## src/rtl/spi0_arbiter_pkg.sv

```systemverilog
`default_nettype none
// ============================================================================
// Module      : spi0_arbiter_pkg
// Description : Shared types and defaults for the two-requester SPI0 arbiter.
// Revision    : 1.0 - initial release
// ============================================================================
package spi0_arbiter_pkg;

    localparam int c_TIMEOUT_CYCLES_DEFAULT = 1024;

    typedef enum logic [1:0] {
        ST_IDLE     = 2'd0,
        ST_XFER     = 2'd1,
        ST_WAIT_RSP = 2'd2,
        ST_RELEASE  = 2'd3
    } state_t;

    typedef enum logic {
        OWNER_0 = 1'b0,
        OWNER_1 = 1'b1
    } owner_t;

    function automatic logic [1:0] owner_onehot(input owner_t owner);
        return (owner == OWNER_1) ? 2'b10 : 2'b01;
    endfunction

endpackage
`default_nettype wire

```

## src/rtl/spi0_arbiter_if.sv

```systemverilog
`default_nettype none
// ============================================================================
// Module      : spi0_arbiter_if
// Description : Requester, response and SPI-engine handshake bundle.
// Revision    : 1.0 - initial release
// ============================================================================
interface spi0_arbiter_if #(
    parameter int DATA_WIDTH = 8
);
    logic                  req0_valid;
    logic                  req0_ready;
    logic [DATA_WIDTH-1:0] req0_data;
    logic                  req0_last;
    logic                  req1_valid;
    logic                  req1_ready;
    logic [DATA_WIDTH-1:0] req1_data;
    logic                  req1_last;

    logic                  rsp0_valid;
    logic [DATA_WIDTH-1:0] rsp0_data;
    logic                  rsp1_valid;
    logic [DATA_WIDTH-1:0] rsp1_data;

    logic                  eng_cmd_valid;
    logic                  eng_cmd_ready;
    logic [DATA_WIDTH-1:0] eng_cmd_data;
    logic                  eng_rsp_valid;
    logic [DATA_WIDTH-1:0] eng_rsp_data;

    // The arbiter is the slave of the requesters and drives the engine.
    modport slave (
        input  req0_valid, req0_data, req0_last, req1_valid, req1_data, req1_last,
        output req0_ready, req1_ready,
        output rsp0_valid, rsp0_data, rsp1_valid, rsp1_data,
        output eng_cmd_valid, eng_cmd_data,
        input  eng_cmd_ready, eng_rsp_valid, eng_rsp_data
    );

    modport master (
        output req0_valid, req0_data, req0_last, req1_valid, req1_data, req1_last,
        input  req0_ready, req1_ready,
        input  rsp0_valid, rsp0_data, rsp1_valid, rsp1_data,
        input  eng_cmd_valid, eng_cmd_data,
        output eng_cmd_ready, eng_rsp_valid, eng_rsp_data
    );

endinterface
`default_nettype wire

```

## src/rtl/spi0_arbiter_timeout.sv

```systemverilog
`default_nettype none
// ============================================================================
// Module      : spi0_arbiter_timeout
// Description : Idle-cycle counter; expired flags the last allowed idle cycle.
// Revision    : 1.0 - initial release
// ============================================================================
module spi0_arbiter_timeout
    import spi0_arbiter_pkg::*;
#(
    parameter int TIMEOUT_CYCLES = c_TIMEOUT_CYCLES_DEFAULT
) (
    input  wire logic io_clock,
    input  wire logic io_sysReset,
    input  wire logic enable,
    input  wire logic clear,
    output logic      expired
);

    localparam int               c_CNT_W = (TIMEOUT_CYCLES > 2) ? $clog2(TIMEOUT_CYCLES) : 1;
    localparam logic [c_CNT_W-1:0] c_LIMIT = c_CNT_W'(TIMEOUT_CYCLES - 1);

    logic [c_CNT_W-1:0] r_count;

    always_ff @(posedge io_clock or posedge io_sysReset) begin
        if (io_sysReset) begin
            r_count <= '0;
        end else if (clear) begin
            r_count <= '0;
        end else if (enable) begin
            r_count <= r_count + c_CNT_W'(1);
        end
    end

    assign expired = enable && (r_count == c_LIMIT);

endmodule
`default_nettype wire

```

## src/rtl/spi0_arbiter.sv

```systemverilog
`default_nettype none
// ============================================================================
// Module      : spi0_arbiter
// Description : Round-robin arbiter sharing one SPI engine between two requesters.
// Revision    : 1.0 - initial release
// ============================================================================
module spi0_arbiter
    import spi0_arbiter_pkg::*;
#(
    parameter int TIMEOUT_CYCLES = c_TIMEOUT_CYCLES_DEFAULT,
    parameter int DATA_WIDTH     = 8
) (
    input  wire logic     io_clock,
    input  wire logic     io_sysReset,
    spi0_arbiter_if.slave arb_bus,
    output logic          spi_ss_n,
    output logic [1:0]    grant,
    output logic          timeout_pulse
);

    state_t                r_state;
    owner_t                r_owner;
    owner_t                r_last_owner;
    logic                  r_last;

    owner_t                w_pick;
    logic                  w_owner_valid;
    logic                  w_owner_last;
    logic [DATA_WIDTH-1:0] w_owner_data;
    logic                  w_in_xfer;
    logic                  w_in_wait;
    logic                  w_handshake;
    logic                  w_cnt_en;
    logic                  w_expired;

    assign w_owner_valid = (r_owner == OWNER_1) ? arb_bus.req1_valid : arb_bus.req0_valid;
    assign w_owner_last  = (r_owner == OWNER_1) ? arb_bus.req1_last  : arb_bus.req0_last;
    assign w_owner_data  = (r_owner == OWNER_1) ? arb_bus.req1_data  : arb_bus.req0_data;
    assign w_in_xfer     = (r_state == ST_XFER);
    assign w_in_wait     = (r_state == ST_WAIT_RSP);

    assign arb_bus.eng_cmd_valid = w_in_xfer && w_owner_valid;
    assign arb_bus.eng_cmd_data  = w_owner_data;
    assign arb_bus.req0_ready    = w_in_xfer && (r_owner == OWNER_0) && arb_bus.eng_cmd_ready;
    assign arb_bus.req1_ready    = w_in_xfer && (r_owner == OWNER_1) && arb_bus.eng_cmd_ready;
    assign w_handshake           = arb_bus.eng_cmd_valid && arb_bus.eng_cmd_ready;

    // Responses are only forwarded while a command is outstanding.
    assign arb_bus.rsp0_valid = w_in_wait && (r_owner == OWNER_0) && arb_bus.eng_rsp_valid;
    assign arb_bus.rsp1_valid = w_in_wait && (r_owner == OWNER_1) && arb_bus.eng_rsp_valid;
    assign arb_bus.rsp0_data  = arb_bus.eng_rsp_data;
    assign arb_bus.rsp1_data  = arb_bus.eng_rsp_data;

    always_comb begin
        w_pick = OWNER_0;
        if (arb_bus.req0_valid && arb_bus.req1_valid) begin
            w_pick = (r_last_owner == OWNER_0) ? OWNER_1 : OWNER_0;
        end else if (arb_bus.req1_valid) begin
            w_pick = OWNER_1;
        end
    end

    assign w_cnt_en = w_in_xfer && !w_owner_valid;

    spi0_arbiter_timeout #(
        .TIMEOUT_CYCLES (TIMEOUT_CYCLES)
    ) u_timeout (
        .io_clock    (io_clock),
        .io_sysReset (io_sysReset),
        .enable      (w_cnt_en),
        .clear       (!w_cnt_en),
        .expired     (w_expired)
    );

    always_ff @(posedge io_clock or posedge io_sysReset) begin
        if (io_sysReset) begin
            r_state       <= ST_IDLE;
            r_owner       <= OWNER_0;
            r_last_owner  <= OWNER_1;
            r_last        <= 1'b0;
            grant         <= 2'b00;
            spi_ss_n      <= 1'b1;
            timeout_pulse <= 1'b0;
        end else begin
            timeout_pulse <= 1'b0;
            case (r_state)
                ST_IDLE: begin
                    if (arb_bus.req0_valid || arb_bus.req1_valid) begin
                        r_owner  <= w_pick;
                        grant    <= owner_onehot(w_pick);
                        spi_ss_n <= 1'b0;
                        r_state  <= ST_XFER;
                    end
                end
                ST_XFER: begin
                    if (w_handshake) begin
                        r_last  <= w_owner_last;
                        r_state <= ST_WAIT_RSP;
                    end else if (w_expired) begin
                        grant         <= 2'b00;
                        spi_ss_n      <= 1'b1;
                        timeout_pulse <= 1'b1;
                        r_state       <= ST_RELEASE;
                    end
                end
                ST_WAIT_RSP: begin
                    if (arb_bus.eng_rsp_valid) begin
                        if (r_last) begin
                            grant    <= 2'b00;
                            spi_ss_n <= 1'b1;
                            r_state  <= ST_RELEASE;
                        end else begin
                            r_state  <= ST_XFER;
                        end
                    end
                end
                ST_RELEASE: begin
                    r_last_owner <= r_owner;
                    r_state      <= ST_IDLE;
                end
                default: r_state <= ST_IDLE;
            endcase
        end
    end

endmodule
`default_nettype wire
```

## src/flat_wrapper.sv

```systemverilog
// flat-port wrapper written by rule: the top's interface ports become plain ports
module spi0_arbiter_flat import spi0_arbiter_pkg::*;
#(
    parameter int TIMEOUT_CYCLES = c_TIMEOUT_CYCLES_DEFAULT,
    parameter int DATA_WIDTH     = 8
)
  (io_clock, io_sysReset, spi_ss_n, grant, timeout_pulse, arb_bus_req0_valid, arb_bus_req0_data, arb_bus_req0_last, arb_bus_req1_valid, arb_bus_req1_data, arb_bus_req1_last, arb_bus_req0_ready, arb_bus_req1_ready, arb_bus_rsp0_valid, arb_bus_rsp0_data, arb_bus_rsp1_valid, arb_bus_rsp1_data, arb_bus_eng_cmd_valid, arb_bus_eng_cmd_data, arb_bus_eng_cmd_ready, arb_bus_eng_rsp_valid, arb_bus_eng_rsp_data);
  spi0_arbiter_if #(.DATA_WIDTH(DATA_WIDTH)) arb_bus_i ();
  input  wire logic io_clock;
  input  wire logic io_sysReset;
  output logic spi_ss_n;
  output logic [1:0] grant;
  output logic timeout_pulse;
  input wire logic [$bits(arb_bus_i.req0_valid)-1:0] arb_bus_req0_valid;
  input wire logic [$bits(arb_bus_i.req0_data)-1:0] arb_bus_req0_data;
  input wire logic [$bits(arb_bus_i.req0_last)-1:0] arb_bus_req0_last;
  input wire logic [$bits(arb_bus_i.req1_valid)-1:0] arb_bus_req1_valid;
  input wire logic [$bits(arb_bus_i.req1_data)-1:0] arb_bus_req1_data;
  input wire logic [$bits(arb_bus_i.req1_last)-1:0] arb_bus_req1_last;
  output wire logic [$bits(arb_bus_i.req0_ready)-1:0] arb_bus_req0_ready;
  output wire logic [$bits(arb_bus_i.req1_ready)-1:0] arb_bus_req1_ready;
  output wire logic [$bits(arb_bus_i.rsp0_valid)-1:0] arb_bus_rsp0_valid;
  output wire logic [$bits(arb_bus_i.rsp0_data)-1:0] arb_bus_rsp0_data;
  output wire logic [$bits(arb_bus_i.rsp1_valid)-1:0] arb_bus_rsp1_valid;
  output wire logic [$bits(arb_bus_i.rsp1_data)-1:0] arb_bus_rsp1_data;
  output wire logic [$bits(arb_bus_i.eng_cmd_valid)-1:0] arb_bus_eng_cmd_valid;
  output wire logic [$bits(arb_bus_i.eng_cmd_data)-1:0] arb_bus_eng_cmd_data;
  input wire logic [$bits(arb_bus_i.eng_cmd_ready)-1:0] arb_bus_eng_cmd_ready;
  input wire logic [$bits(arb_bus_i.eng_rsp_valid)-1:0] arb_bus_eng_rsp_valid;
  input wire logic [$bits(arb_bus_i.eng_rsp_data)-1:0] arb_bus_eng_rsp_data;
  assign arb_bus_i.req0_valid = arb_bus_req0_valid;
  assign arb_bus_i.req0_data = arb_bus_req0_data;
  assign arb_bus_i.req0_last = arb_bus_req0_last;
  assign arb_bus_i.req1_valid = arb_bus_req1_valid;
  assign arb_bus_i.req1_data = arb_bus_req1_data;
  assign arb_bus_i.req1_last = arb_bus_req1_last;
  assign arb_bus_req0_ready = arb_bus_i.req0_ready;
  assign arb_bus_req1_ready = arb_bus_i.req1_ready;
  assign arb_bus_rsp0_valid = arb_bus_i.rsp0_valid;
  assign arb_bus_rsp0_data = arb_bus_i.rsp0_data;
  assign arb_bus_rsp1_valid = arb_bus_i.rsp1_valid;
  assign arb_bus_rsp1_data = arb_bus_i.rsp1_data;
  assign arb_bus_eng_cmd_valid = arb_bus_i.eng_cmd_valid;
  assign arb_bus_eng_cmd_data = arb_bus_i.eng_cmd_data;
  assign arb_bus_i.eng_cmd_ready = arb_bus_eng_cmd_ready;
  assign arb_bus_i.eng_rsp_valid = arb_bus_eng_rsp_valid;
  assign arb_bus_i.eng_rsp_data = arb_bus_eng_rsp_data;
  spi0_arbiter #(.TIMEOUT_CYCLES(TIMEOUT_CYCLES), .DATA_WIDTH(DATA_WIDTH)) u_core (.io_clock(io_clock), .io_sysReset(io_sysReset), .arb_bus(arb_bus_i), .spi_ss_n(spi_ss_n), .grant(grant), .timeout_pulse(timeout_pulse));
endmodule
```

## config.mk

```make
export PLATFORM = sky130hd
export DESIGN_NAME = spi0_arbiter_flat
export DESIGN_NICKNAME = d
export VERILOG_FILES = /design/src/rtl/spi0_arbiter_pkg.sv /design/src/rtl/spi0_arbiter_if.sv /design/src/rtl/spi0_arbiter_timeout.sv /design/src/rtl/spi0_arbiter.sv /design/src/flat_wrapper.sv
export SDC_FILE = /design/constraint.sdc
export NUM_CORES = 1
export LEC_CHECK = 0
export BUFFER_PORTS_ARGS = -buffer_cell sky130_fd_sc_hd__buf_2
export CELL_PAD_IN_SITES_DETAIL_PLACEMENT = 1
export CELL_PAD_IN_SITES_GLOBAL_PLACEMENT = 2
export CORE_UTILIZATION = 27
export DETAILED_ROUTE_END_ITERATION = 12
export PLACE_DENSITY_LB_ADDON = 0.1
export SYNTH_ARGS = -nofsm -noshare
export SYNTH_HDL_FRONTEND = slang
export SYNTH_SLANG_ARGS = --single-unit
```

## constraint.sdc

```tcl
create_clock -name io_clock -period 2.62 [get_ports io_clock]
set_clock_uncertainty 0.05 [all_clocks]
set_input_delay 0.131 -clock io_clock [delete_from_list [all_inputs] [get_ports io_clock]]
set_output_delay 0.131 -clock io_clock [all_outputs]
set_load 0.05 [all_outputs]
```

Word level (Yosys, flattened, before mapping)
Index checks and enable logic that the tools add are counted.
- output and inout bits: 33
- register bits after elaboration: 19
- add/sub/neg operators: 1
- reduce and logical (&&, ||, !) cells: 21
- bitwise gates (word level): 1
- multiplexer cells: 29
- equal/unequal tests: 10
- operators with widths (kind ; number):
    $mux 2 ; 11
    $logic_and 1x1->1 ; 13
    $mux 1 ; 13
    $add 10x1->10 const B ; 1
    $eq 10x10->1 const B ; 1
    $mux 10 ; 1
    $mux 8 ; 1
    $pmux 2 s4 ; 1
    $ne 2x2->1 const B ; 3
    $pmux 2 s3 ; 1
    $reduce_and 6->1 ; 1
    $eq 2x2->1 const B ; 2
    $ne 2x1->1 const B ; 2
    $reduce_and 2->1 ; 2
    $ne 3x3->1 const B ; 1
    $pmux 1 s3 ; 1
    $reduce_and 3->1 ; 1
    $reduce_bool 3->1 ; 1
    $eq 2x1->1 const B ; 1
    $logic_not 2->1 ; 1
    $logic_not 1->1 ; 1
    $logic_or 1x1->1 ; 1
    $not 1->1 ; 1

Longest topological paths before layout
Gate-level depths: netlist of the first run.
- depth in word-level cells: 7
- mapped depth: 7
- gate-level depth less buffers: 6

Cells and area by module
A second synthesis of the first run with hierarchy kept.
- cells, all modules: 135
- area, all modules: 1340.0 um2
- modules (own cells, without submodules) (module ; sequential area each (um2) ; area an instance (um2) ; instances ; cells each):
    spi0_arbiter ; 227.7 ; 823.3 ; 1 ; 84
    spi0_arbiter_timeout ; 250.2 ; 516.7 ; 1 ; 51

Least setup slack after synthesis of the first run
No wires, ideal clock.
- path type: reg2reg
- from: register u_core.r_owner
- to: register u_core.grant[0]
- clock period less this slack: 1.747 ns
- setup time: 0.125 ns
- cell stages (with the launch flop): 6
- path slack: 0.873 ns
- path buffers: 1
- arrival time: 1.572 ns
- path through: dfrtp_1 -> buf_6 -> mux2_4 -> nor4_4 -> o2111ai_2 -> mux2_2
- word-level cells in the longest chain between the ends: 6
- ends and longest elaborated chain (element ; line ; RTL):
    start, declared ; spi0_arbiter.sv:22 ; owner_t r_owner;
    start signal, assigned ; spi0_arbiter.sv:89 ; r_owner <= w_pick;
    $mux 1 * ; spi0_arbiter.sv:36 ; assign w_owner_valid = (r_owner == OWNER_1) ? arb_bus.req1_valid : arb_bus.req0_valid;
    $logic_not 1->1 ; spi0_arbiter.sv:63 ; assign w_cnt_en = w_in_xfer && !w_owner_valid;
    $logic_and 1x1->1 ; spi0_arbiter.sv:63 ;
    $logic_and 1x1->1 ; spi0_arbiter_timeout.sv:34 ; assign expired = enable && (r_count == c_LIMIT);
    $ne 2x2->1 (no line) ; -- ;
    $reduce_and 6->1 (no line) * ; -- ;
    end signal, assigned ; spi0_arbiter.sv:90 ; grant <= owner_onehot(w_pick);
    end, declared ; spi0_arbiter.sv:17 ; output logic [1:0] grant,
Mark *: on every way between the ends. The rest lies on a longest branch, timed or not.
A chain may end at the register's enable or synchronous reset.

Worst setup path after layout of the first run
- from: register u_core.r_state[0]
- to: register u_core.grant[1]
- word-level cells in the longest chain between the ends: 5
- ends and longest elaborated chain (element ; line ; RTL):
    start, declared ; spi0_arbiter.sv:21 ; state_t r_state;
    start signal, assigned ; spi0_arbiter.sv:77 ; r_state <= ST_IDLE;
    start signal, assigned ; spi0_arbiter.sv:92 ; r_state <= ST_XFER;
    start signal, assigned ; spi0_arbiter.sv:98 ; r_state <= ST_WAIT_RSP;
    $eq 2x1->1 ; spi0_arbiter.sv:39, spi0_arbiter.sv:86 ;
    $logic_and 1x1->1 (on tied branches) ; spi0_arbiter.sv:42, spi0_arbiter.sv:63 ;
    $logic_and 1x1->1 (on tied branches) ; spi0_arbiter.sv:46, spi0_arbiter_timeout.sv:34 ;
    $ne 2x2->1 (no line) ; -- ;
    $reduce_and 6->1 (no line) ; -- ;
Parallel ways exist; a longest one is shown, timed or not.

==> results of run 1 <==
[flip-flops by register name, indices dropped and copies added (netlist names)]
name	flops
u_core.u_timeout.r_count	10
u_core.r_owner	1
u_core.r_last	1
u_core.grant	2
u_core.r_state	2
u_core.r_last_owner	1
u_core.spi_ss_n	1
u_core.timeout_pulse	1
[per-stage QoR]
| stage | power [mW] | setup slack [ns] | hold WS [ns] | util | instance area [um^2] |
|---|---|---|---|---|---|
| after floorplan | 1.20 | 0.873 | 0.0306 | - | 1250 |
| after global placement | 1.30 | 0.746 | 0.213 | 0.314 | 1390 |
| after detailed placement | 1.32 | 0.676 | 0.213 | 0.314 | 1390 |
| after CTS | 1.53 | 0.664 | 0.00350 | 0.324 | 1430 |
| after global routing | 1.61 | 0.540 | 0.0383 | 0.324 | 1430 |
| final | 1.50 | 0.679 | -0.0334 | 0.324 | 1430 |
[final cells by class]
cell class              instances  area share
repair buffers                 41       0.145
flip-flops and latches         19       0.334
clock buffers                   4      0.0315
inverters                       7      0.0184
well taps                      52      0.0455
multi-input cells              82       0.425
[cell usage after synthesis (all sizes together)]
master,number,area (um^2)
o211ai,1,7.51
nor4,1,21.3
a22o,1,8.76
nand2,9,33.8
o21ai,5,25.0
clkbuf,1,3.75
nor2,14,52.6
dfstp,2,52.6
and4,1,8.76
a21o,1,7.51
and3,3,18.8
mux2i,2,20.0
nand3,4,20.0
buf,18,136
a21boi,1,7.51
nand4,3,18.8
ha,6,75.1
or3b,1,8.76
xor2,3,26.3
xnor2,4,35.0
or3,1,6.26
dfrtp,17,425
inv,7,26.3
nor2b,2,12.5
mux2,13,150
a2bb2oi,1,8.76
o2111ai,1,15.0
a21oi,4,20.0
[cells by family (layout without fill, tap and decap cells)]
logic type | Yosys count | in the layout
buffers and inverters | 26 | 52
DFF | 19 | 19
muxes | 15 | 15
xor gates and xnor gates | 7 | 7
and+or+nand+nor | 39 | 39
AOI/OAI and AO/OA | 15 | 15
adders and majority gates | 6 | 6
[layer usage]
metal  GRT usage  wire length (um)  vias up
li1            -                 -      466
met1       0.139              1190      469
met2       0.246              1630       17
met3      0.0332               121       10
met4      0.0200                27        0
met5           0                 0        -
[power by group]
| part | switching, mW | internal, mW |
|---|---|---|
| logic | 0.563 | 0.305 |
| registers | 0.0520 | 0.374 |
| clock network | 0.102 | 0.108 |
| total | 0.717 | 0.787 |
[worst min path at each step]
stage	end	startpoint	slack [ns]	cells past startpoint
2_1_floorplan	u_core.grant[0]$_DFFE_PP0P_	io_sysReset	0.03	1
3_3_place_gp	arb_bus_rsp1_data[7]	arb_bus_eng_rsp_data[7]	0.21	0
3_5_place_dp	arb_bus_rsp1_data[7]	arb_bus_eng_rsp_data[7]	0.21	0
4_1_cts	u_core.r_last$_DFFE_PP0P_	io_sysReset	0.003	2
5_1_grt	u_core.grant[0]$_DFFE_PP0P_	io_sysReset	0.04	2
6_report	u_core.timeout_pulse$_DFF_PP0_	io_sysReset	-0.03	2
==> impl_metrics.py, run 1 <==
metrics = {
    "place": {
        "hpwl_um": 2370,
        "io_buffers": 40,
        "numPlacedInstances": 201,
        "globalplace.congestion": 0.812,
    },
    "drt": {
        "vias_per_cell": 4.69,
        "vias": 962,
        "wire_per_inst_um": 14.5,
        "route.detailed.drc": 0,
        "drt_pass1_iterations": 4,
        "route.antenna.remaining_nets": 0,
        "initialDrtViolationCount": 22,
        "totalWireLength_um": 2970,
    },
    "synth": {
        "muxShareOfSynthArea": 0.136,
        "yosysWarnings": 0,
        "mappedNetlistArea_um2": 1250,
        "yosys.area_share.adder": 0.0599,
        "number_of_instances_in_the_synthesized_netlist": 127,
        "post_synth_xor_area_fraction": 0.0490,
        "synth-simple-area-share": 0.161,
        "synth.ff_latch_count": 19,
        "synth_top_family_by_area": "simple AND/OR/NAND/NOR gates",
        "ys_types": 31,
        "syn_nets": 165,
        "synth_area_per_cell_um2": 9.86,
        "complex_gate_fraction_of_the_synthesized_area": 0.0799,
        "seq_area_frac_synth": 0.382,
    },
    "worst_setup_path": {
        "endpoint_kind": "flop",
        "setup.worst_path.start_class": "flop",
        "cpPeakStageDelay_ns": 0.43,
        "timing.reg2reg.worst_path_depth": 6,
        "critical_path_class": "reg2reg",
        "setup.worst_path.start": "u_core.r_state[0]$_DFFE_PP0P_",
        "timing.rr.start": "u_core.r_state[0]$_DFFE_PP0P_",
        "top_family_by_delay_on_critical_path": "compound AO/OA/AOI/OAI gates",
        "regToRegEndpoint": "u_core.grant[1]$_DFFE_PP0P_",
        "crit_chain": "inv_1, ha_1, nor2b_1, a21oi_1, o2111ai_2, mux2_2",
        "max_stage_delay_cell_worst_path": "sky130_fd_sc_hd__dfrtp_1",
        "r2r_slack_ns": 0.68,
        "crit_fanout": 5,
        "worst-endpoint-arrival_ns": 2.04,
        "worst-path-buf-inv": 1,
        "worstSetupEndpoint": "u_core.grant[1]$_DFFE_PP0P_",
        "cp.required_ns": 2.72,
        "crit_cells": 6,
    },
    "run": {
        "drv_cap": 0,
    },
    "floorplan": {
        "die_height_um": 70.1,
        "ioPinCount": 65,
        "num_rows": 24,
        "core_area_um2": 4410,
        "initial_core_util": 0.284,
        "dieWidth_um": 70.1,
        "dieArea_um2": 4920,
    },
    "cts": {
        "cts-root-buf": "sky130_fd_sc_hd__clkbuf_8",
        "cts.htree.levels": 1,
        "cts_tree": "built",
        "ctsResizeCount": 0,
        "sink_count_of_the_clock_tree": 19,
        "worst_skew_pair.late_latency_ns": 0.26,
        "clock_tree.buffer_depth": 2,
        "cts_setup_buffers": 0,
        "clk_pin_slew_worst_paths_ns": 0.08,
        "ctsHoldBuffers": 0,
        "tritoncts.num_buffers": 3,
    },
    "sta": {
        "worst_max_slew_margin_expressed_relative_to_the_limit": 0.461,
        "max_clock_freq_mhz": 515,
        "period_needed_ns": 1.94,
        "tns_ns": 0,
        "finalCritPeriodShare": 0.741,
        "report.final.setup_viol": 0,
        "worst_margin_pin_slew_ns": 0.807,
        "timing_max_transition_violations_final": 0,
        "fin_hold_ws_ns": -0.0334,
        "hold_violations": 17,
        "rsz0062_at_grt": "no",
    },
    "run_status": {
        "run_status": "finished with violations",
        "failing_checks": "hold timing",
    },
    "final_layout": {
        "most_common_library_cell_in_the_layout_ignoring_fill_and_taps": "sky130_fd_sc_hd__buf_2",
        "most-common-layout-cells": "sky130_fd_sc_hd__buf_2 (40), sky130_fd_sc_hd__dfrtp_1 (17), sky130_fd_sc_hd__nor2_1 (14)",
        "layout-drive-gt1-share": 0.405,
        "fillCellCount": 528,
        "layoutNonFillerInstCount": 205,
        "antenna_diodes": 0,
        "nNetsFinal": 192,
        "final-seq-area_um2": 478,
        "areaGrowthSynthToFinish_pct": 14.2,
        "multiInputGateArea_um2": 608,
    },
    "pwr": {
        "pwr_density_cell_nw_per_um2": 1050,
        "peak_supply_drop_mv": 0.434,
        "leakage_power_nw": 0.697,
    },
    "grt": {
        "initial_antenna_violation_count": 0,
        "groute.usage.overall": 0.127,
        "grt_max_degree": 20,
        "grt_pass1_wl_um": 4940,
        "gr-total-overflow": 0,
        "number_of_global_route_vias_before_repair": 1052,
    },
    "hold_path": {
        "hold_path.class": "in2async",
    },
}
(Power assumes the default switching activity.)
==> inputs of run 2 (changes only) <==
--- a/config.mk
+++ b/config.mk
@@ -8,7 +8,7 @@
 export BUFFER_PORTS_ARGS = -buffer_cell sky130_fd_sc_hd__buf_2
 export CELL_PAD_IN_SITES_DETAIL_PLACEMENT = 1
 export CELL_PAD_IN_SITES_GLOBAL_PLACEMENT = 2
-export CORE_UTILIZATION = 27
+export CORE_UTILIZATION = 23
 export DETAILED_ROUTE_END_ITERATION = 12
 export PLACE_DENSITY_LB_ADDON = 0.1
 export SYNTH_ARGS = -nofsm -noshare
==> constraint.sdc (replaced) <==
create_clock -name io_clock -period 1.72 [get_ports io_clock]
set_clock_uncertainty 0.05 [all_clocks]
set_input_delay 0.086 -clock io_clock [delete_from_list [all_inputs] [get_ports io_clock]]
set_output_delay 0.086 -clock io_clock [all_outputs]
set_load 0.05 [all_outputs]
==> run 2 against run 1 <==
  * The flow now finishes without violations
  * Sequential share of layout area fell by 4.4 points
  * Final area up 15%
  * Via count rose by 6.4%
  * Die area increased by 17%
  * Wire length grew 12%
  * Power up 72%
  * Critical path depth is 1 lower
==> impl_metrics.py, run 2 (synthesized netlist as in run 1, its figures left out) <==
metrics = {
    "run_status": {
        "run_status": "complete, no violations",
    },
    "final_layout": {
        "antenna_diodes": 0,
        "most-common-layout-cells": "sky130_fd_sc_hd__buf_2 (37), sky130_fd_sc_hd__buf_4 (22), sky130_fd_sc_hd__dfrtp_1 (17)",
        "nNetsFinal": 214,
        "top_regs": "u_core.u_timeout.r_count: 10 flops, u_core.grant: 2 flops, u_core.r_state: 2 flops",
        "fin_area_um2": 1650,
        "layoutNonFillerInstCount": 245,
        "layout.core_utilization": 0.318,
        "registers.top_by_ff_count": "u_core.u_timeout.r_count",
        "areaGrowthSynthToFinish_pct": 31.5,
        "layout-drive-gt1-share": 0.497,
        "most_common_library_cell_in_the_layout_ignoring_fill_and_taps": "sky130_fd_sc_hd__buf_2",
        "largest_register_ff_count": 10,
    },
    "cts": {
        "worst_skew_pair.late_latency_ns": 0.26,
        "cts.htree.levels": 1,
        "clock_tree.buffer_depth": 2,
        "sink_count_of_the_clock_tree": 19,
        "cts_tree": "built",
        "tritoncts.num_buffers": 3,
        "clk_pin_slew_worst_paths_ns": 0.08,
        "cts-root-buf": "sky130_fd_sc_hd__clkbuf_8",
    },
    "place": {
        "io_buffers": 40,
        "globalplace.congestion": 0.746,
        "numPlacedInstances": 237,
        "post_dp_cell_area_um2": 1540,
        "hpwl_um": 2620,
        "dp_worst_setup_slack_ns": -0.0121,
    },
    "worst_setup_path": {
        "critical_path_class": "reg2reg",
        "setup.worst_path.start_class": "flop",
        "timing.reg2reg.worst_path_depth": 5,
        "timing.rr.start": "u_core.u_timeout.r_count[0]$_DFF_PP0_",
        "worst-endpoint-arrival_ns": 1.80,
        "endpoint_kind": "flop",
        "crit_fanout": 3,
        "regToRegEndpoint": "u_core.grant[1]$_DFFE_PP0P_",
        "setup.worst_path.start": "u_core.u_timeout.r_count[0]$_DFF_PP0_",
        "cp.required_ns": 1.82,
        "r2r_slack_ns": 0.02,
    },
    "sta": {
        "finalCritPeriodShare": 0.989,
        "period_needed_ns": 1.70,
        "finalWorstSetupSlack_ns": 0.0185,
        "report.final.setup_viol": 0,
        "rsz0062_at_grt": "yes",
        "worst_margin_pin_slew_ns": 0.416,
        "hold_violations": 0,
        "fin_hold_ws_ns": 0.0732,
        "timing_max_transition_violations_final": 0,
        "worst_max_slew_margin_expressed_relative_to_the_limit": 0.720,
        "tns_ns": 0,
        "max_clock_freq_mhz": 588,
    },
    "grt": {
        "groute.usage.overall": 0.130,
        "initial_antenna_violation_count": 0,
        "grt_max_degree": 20,
        "grt_pass1_wl_um": 5500,
        "number_of_global_route_vias_before_repair": 1064,
        "gr-total-overflow": 0,
    },
    "floorplan": {
        "dieWidth_um": 75.8,
        "die_height_um": 75.8,
        "core_area_um2": 5170,
        "num_rows": 26,
        "dieArea_um2": 5740,
        "initial_core_util": 0.242,
        "ioPinCount": 65,
    },
    "drt": {
        "vias": 1024,
        "wire_per_inst_um": 13.5,
        "route.antenna.remaining_nets": 0,
        "drt_pass1_iterations": 4,
        "totalWireLength_um": 3310,
        "initialDrtViolationCount": 32,
        "vias_per_cell": 4.18,
        "route.detailed.drc": 0,
    },
    "hold_path": {
        "worst_hold_endpoint": "u_core.r_last$_DFFE_PP0P_",
        "hold_path.class": "in2reg",
        "timing.hold.worst_path_depth": 3,
        "min_from": "arb_bus_req0_last",
    },
    "pwr": {
        "leakage_power_nw": 0.813,
        "peak_supply_drop_mv": 0.534,
        "pwr_density_cell_nw_per_um2": 1570,
        "fin_total_pwr_mw": 2.58,
    },
    "run": {
        "drv_cap": 0,
    },
}
## run 2: cell types whose count changed in the layout (fill, tap and decap cells not counted), sizes merged
cell	delta
dlygate4sd3	+1
clkinv	+1
buf	+19
clkbuf	+1
## run 2: per-layer routing
| layer | global-route usage | vias up | share of wire |
|---|---|---|---|
| met5 | 0 | - | 0 |
| met3 | 0.0370 | 2 | 0.039 |
| met1 | 0.154 | 497 | 0.42 |
| met4 | 0.0267 | 0 | 0.0039 |
| met2 | 0.235 | 17 | 0.54 |
| li1 | - | 508 | - |
## run 2: worst max path at each step
stage / to / slack [ns]
finish: u_core.grant[1]$_DFFE_PP0P_ / 0.02
CTS: u_core.grant[1]$_DFFE_PP0P_ / 0.01
global route: u_core.grant[0]$_DFFE_PP0P_ / -0.11
floorplan: u_core.grant[0]$_DFFE_PP0P_ / -0.03
global placement: u_core.grant[1]$_DFFE_PP0P_ / 0.02
detailed placement: u_core.grant[1]$_DFFE_PP0P_ / -0.01
## run 2: final cells by class
type | instances | area (um^2)
Fill cell | 620 | 3530
Tap cell | 70 | 87.6
Sequential cell | 19 | 478
Inverter | 7 | 26.3
Clock buffer | 3 | 41.3
Multi-Input combinational cell | 82 | 622
Timing Repair Buffer | 63 | 387
Clock inverter | 1 | 5.00
## run 2: power breakdown
| part | leakage [nW] | switching [mW] | total (mW) | internal [mW] |
|---|---|---|---|---|
| sequential | 0.248 | 0.0600 | 0.629 | 0.569 |
| clock | 0.0255 | 0.161 | 0.323 | 0.161 |
| combinational | 0.539 | 0.954 | 1.63 | 0.677 |
| total | 0.813 | 1.18 | 2.58 | 1.41 |
## run 2: worst max-delay path: stages, from the launching register on
cell and delay [ns]:
sky130_fd_sc_hd__dfrtp_1 0.37, sky130_fd_sc_hd__ha_1 0.17, sky130_fd_sc_hd__nand4_1 0.17, sky130_fd_sc_hd__nor4_4 0.33
sky130_fd_sc_hd__o2111ai_2 0.19, sky130_fd_sc_hd__mux2_2 0.31
## run 2: what timing repair did
action | in CTS | in global routing
endpoints found under the hold margin | 17 | 0
resized for setup | 2 | 9
hold buffers | 1 | 0
endpoints found under the setup margin | 3 | 10
setup buffers | 0 | 3
pin swaps | 1 | 1
==> inputs of run 3 (changes only) <==
--- a/config.mk
+++ b/config.mk
@@ -11,6 +11,7 @@
 export CORE_UTILIZATION = 23
 export DETAILED_ROUTE_END_ITERATION = 12
 export PLACE_DENSITY_LB_ADDON = 0.1
+export RECOVER_POWER = 50
 export SYNTH_ARGS = -nofsm -noshare
 export SYNTH_HDL_FRONTEND = slang
 export SYNTH_SLANG_ARGS = --single-unit
==> run 3 against run 2 <==
  * Sequential power about the same
  * Combinational power about the same
  * Cell count is the same
  * Via count about the same
  * Register-to-register slack is essentially flat
  * Core utilization shrank 0.073 points
  * Clock power about the same
  * Hold slack hardly changed
  * Setup slack hardly changed
  * Wire length is 0.12% higher
  * Power is essentially flat
  * Critical path type unchanged
  * Critical endpoint unchanged
  * Largest cell class unchanged
  * Highest routed layer unchanged
==> impl_metrics.py, run 3 (synthesized netlist as in run 1, its figures left out) <==
metrics = {
    "final_layout": {
        "registers.top_by_ff_count": "u_core.u_timeout.r_count",
        "most-common-layout-cells": "sky130_fd_sc_hd__buf_2 (37), sky130_fd_sc_hd__buf_4 (21), sky130_fd_sc_hd__dfrtp_1 (17)",
        "fin_area_um2": 1640,
        "areaGrowthSynthToFinish_pct": 31.2,
        "top_regs": "u_core.u_timeout.r_count: 10 flops, u_core.grant: 2 flops, u_core.r_state: 2 flops",
        "layout.core_utilization": 0.318,
        "largest_register_ff_count": 10,
        "nNetsFinal": 214,
        "most_common_library_cell_in_the_layout_ignoring_fill_and_taps": "sky130_fd_sc_hd__buf_2",
        "layout-drive-gt1-share": 0.491,
        "antenna_diodes": 0,
    },
    "place": {
        "globalplace.congestion": 0.746,
        "hpwl_um": 2620,
        "io_buffers": 40,
        "post_dp_cell_area_um2": 1540,
    },
    "drt": {
        "totalWireLength_um": 3310,
        "vias_per_cell": 4.18,
        "vias": 1025,
        "drt_pass1_iterations": 4,
        "initialDrtViolationCount": 24,
        "route.detailed.drc": 0,
        "route.antenna.remaining_nets": 0,
        "wire_per_inst_um": 13.5,
    },
    "floorplan": {
        "die_height_um": 75.8,
        "initial_core_util": 0.242,
        "dieArea_um2": 5740,
        "ioPinCount": 65,
        "core_area_um2": 5170,
        "num_rows": 26,
        "dieWidth_um": 75.8,
    },
    "grt": {
        "number_of_global_route_vias_before_repair": 1064,
        "initial_antenna_violation_count": 0,
        "grt_max_degree": 20,
        "groute.usage.overall": 0.130,
        "grt_pass1_wl_um": 5500,
        "gr-total-overflow": 0,
    },
    "cts": {
        "cts.htree.levels": 1,
        "clock_tree.buffer_depth": 2,
        "sink_count_of_the_clock_tree": 19,
        "cts_tree": "built",
        "cts-root-buf": "sky130_fd_sc_hd__clkbuf_8",
        "tritoncts.num_buffers": 3,
        "worst_skew_pair.late_latency_ns": 0.26,
        "clk_pin_slew_worst_paths_ns": 0.08,
    },
    "sta": {
        "hold_violations": 0,
        "rsz0062_at_grt": "yes",
        "worst_max_slew_margin_expressed_relative_to_the_limit": 0.288,
        "worst_margin_pin_slew_ns": 1.07,
        "tns_ns": 0,
        "period_needed_ns": 1.70,
        "finalCritPeriodShare": 0.989,
        "timing_max_transition_violations_final": 0,
        "max_clock_freq_mhz": 588,
        "report.final.setup_viol": 0,
    },
    "worst_setup_path": {
        "critical_path_class": "reg2reg",
        "worst-endpoint-arrival_ns": 1.80,
        "crit_fanout": 3,
        "cp.required_ns": 1.82,
        "max_stage_delay_cell_worst_path": "sky130_fd_sc_hd__dfrtp_1",
        "crit_chain": "ha_1, nand4_1, nor4_4, o2111ai_2, mux2_2",
        "setup.worst_path.start_class": "flop",
        "top_family_by_delay_on_critical_path": "simple AND/OR/NAND/NOR gates",
        "cpPeakStageDelay_ns": 0.37,
        "worst-path-buf-inv": 0,
        "endpoint_kind": "flop",
    },
    "run": {
        "drv_cap": 0,
    },
    "pwr": {
        "leakage_power_nw": 0.809,
        "pwr_density_cell_nw_per_um2": 1570,
        "peak_supply_drop_mv": 0.534,
    },
    "hold_path": {
        "hold_path.class": "in2reg",
    },
    "run_status": {
        "run_status": "complete, no violations",
    },
}
## run 3: changes by cell type in the layout (fill, tap and decap cells not counted)
| cell | previous run | this run |
|---|---|---|
| sky130_fd_sc_hd__clkbuf_1 | 0 | 1 |
| sky130_fd_sc_hd__buf_4 | 22 | 21 |
## run 3: power breakdown
group	internal, mW	leakage (nW)	switching [mW]
clock	0.161	0.0255	0.161
sequential	0.569	0.248	0.0601
combinational	0.675	0.535	0.954
## run 3: worst reg2reg max path: stages, from the launching register on
cell,delay [ns]
sky130_fd_sc_hd__dfrtp_1,0.37
sky130_fd_sc_hd__ha_1,0.17
sky130_fd_sc_hd__nand4_1,0.17
sky130_fd_sc_hd__nor4_4,0.33
sky130_fd_sc_hd__o2111ai_2,0.19
sky130_fd_sc_hd__mux2_2,0.31
## run 3: per-layer routing
layer  global-route usage  part of all wire  up-vias
li1                     -                 -      508
met1                0.154              0.42      498
met2                0.235              0.54       17
met3               0.0370             0.039        2
met4               0.0267            0.0039        0
met5                    0                 0        -
## run 3: worst paths after layout
check,start,depth (start not counted),slack [ns],endpoint
setup / recovery,u_core.u_timeout.r_count[0]$_DFF_PP0_,5,0.02,u_core.grant[1]$_DFFE_PP0P_
hold / removal,arb_bus_req0_last,3,0.07,u_core.r_last$_DFFE_PP0P_
setup reg to reg,u_core.u_timeout.r_count[0]$_DFF_PP0_,5,0.02,u_core.grant[1]$_DFFE_PP0P_
hold reg to reg,u_core.grant[0]$_DFFE_PP0P_,1,0.46,u_core.grant[0]$_DFFE_PP0P_
max in group asynchronous,io_sysReset,4,0.33,u_core.r_last$_DFFE_PP0P_
min in group asynchronous,io_sysReset,4,0.65,u_core.u_timeout.r_count[3]$_DFF_PP0_
## run 3: cell type report
cell class | count | area, um^2
clock buffers | 3 | 41.3
clock inverters | 1 | 5.00
fillers | 622 | 3530
inverters | 7 | 26.3
multi-input cells | 82 | 622
flip-flops and latches | 19 | 478
well taps | 70 | 87.6
repair buffers | 63 | 383
## run 3: what timing repair did
action / 4_1_cts / 5_1_grt
setup buffers: 0 / 3
endpoints found under the hold margin: 17 / 0
setup endpoints to repair: 3 / 10
resized for setup: 2 / 9
pin swaps: 1 / 1
gates cloned: 0 / 0
hold buffers: 1 / 0
## run 3: per-stage QoR
step	setup WS (ns)	hold WS, ns	instances	total power [mW]
final	0.0187	0.0732	245	2.58
after detailed placement	-0.0121	0.0807	237	2.20
after floorplan	-0.0271	-0.0144	127	1.82
after global placement	0.0200	0.0768	237	2.18
after global routing	-0.109	0.122	245	2.78
after CTS	0.00976	0.0643	242	2.57
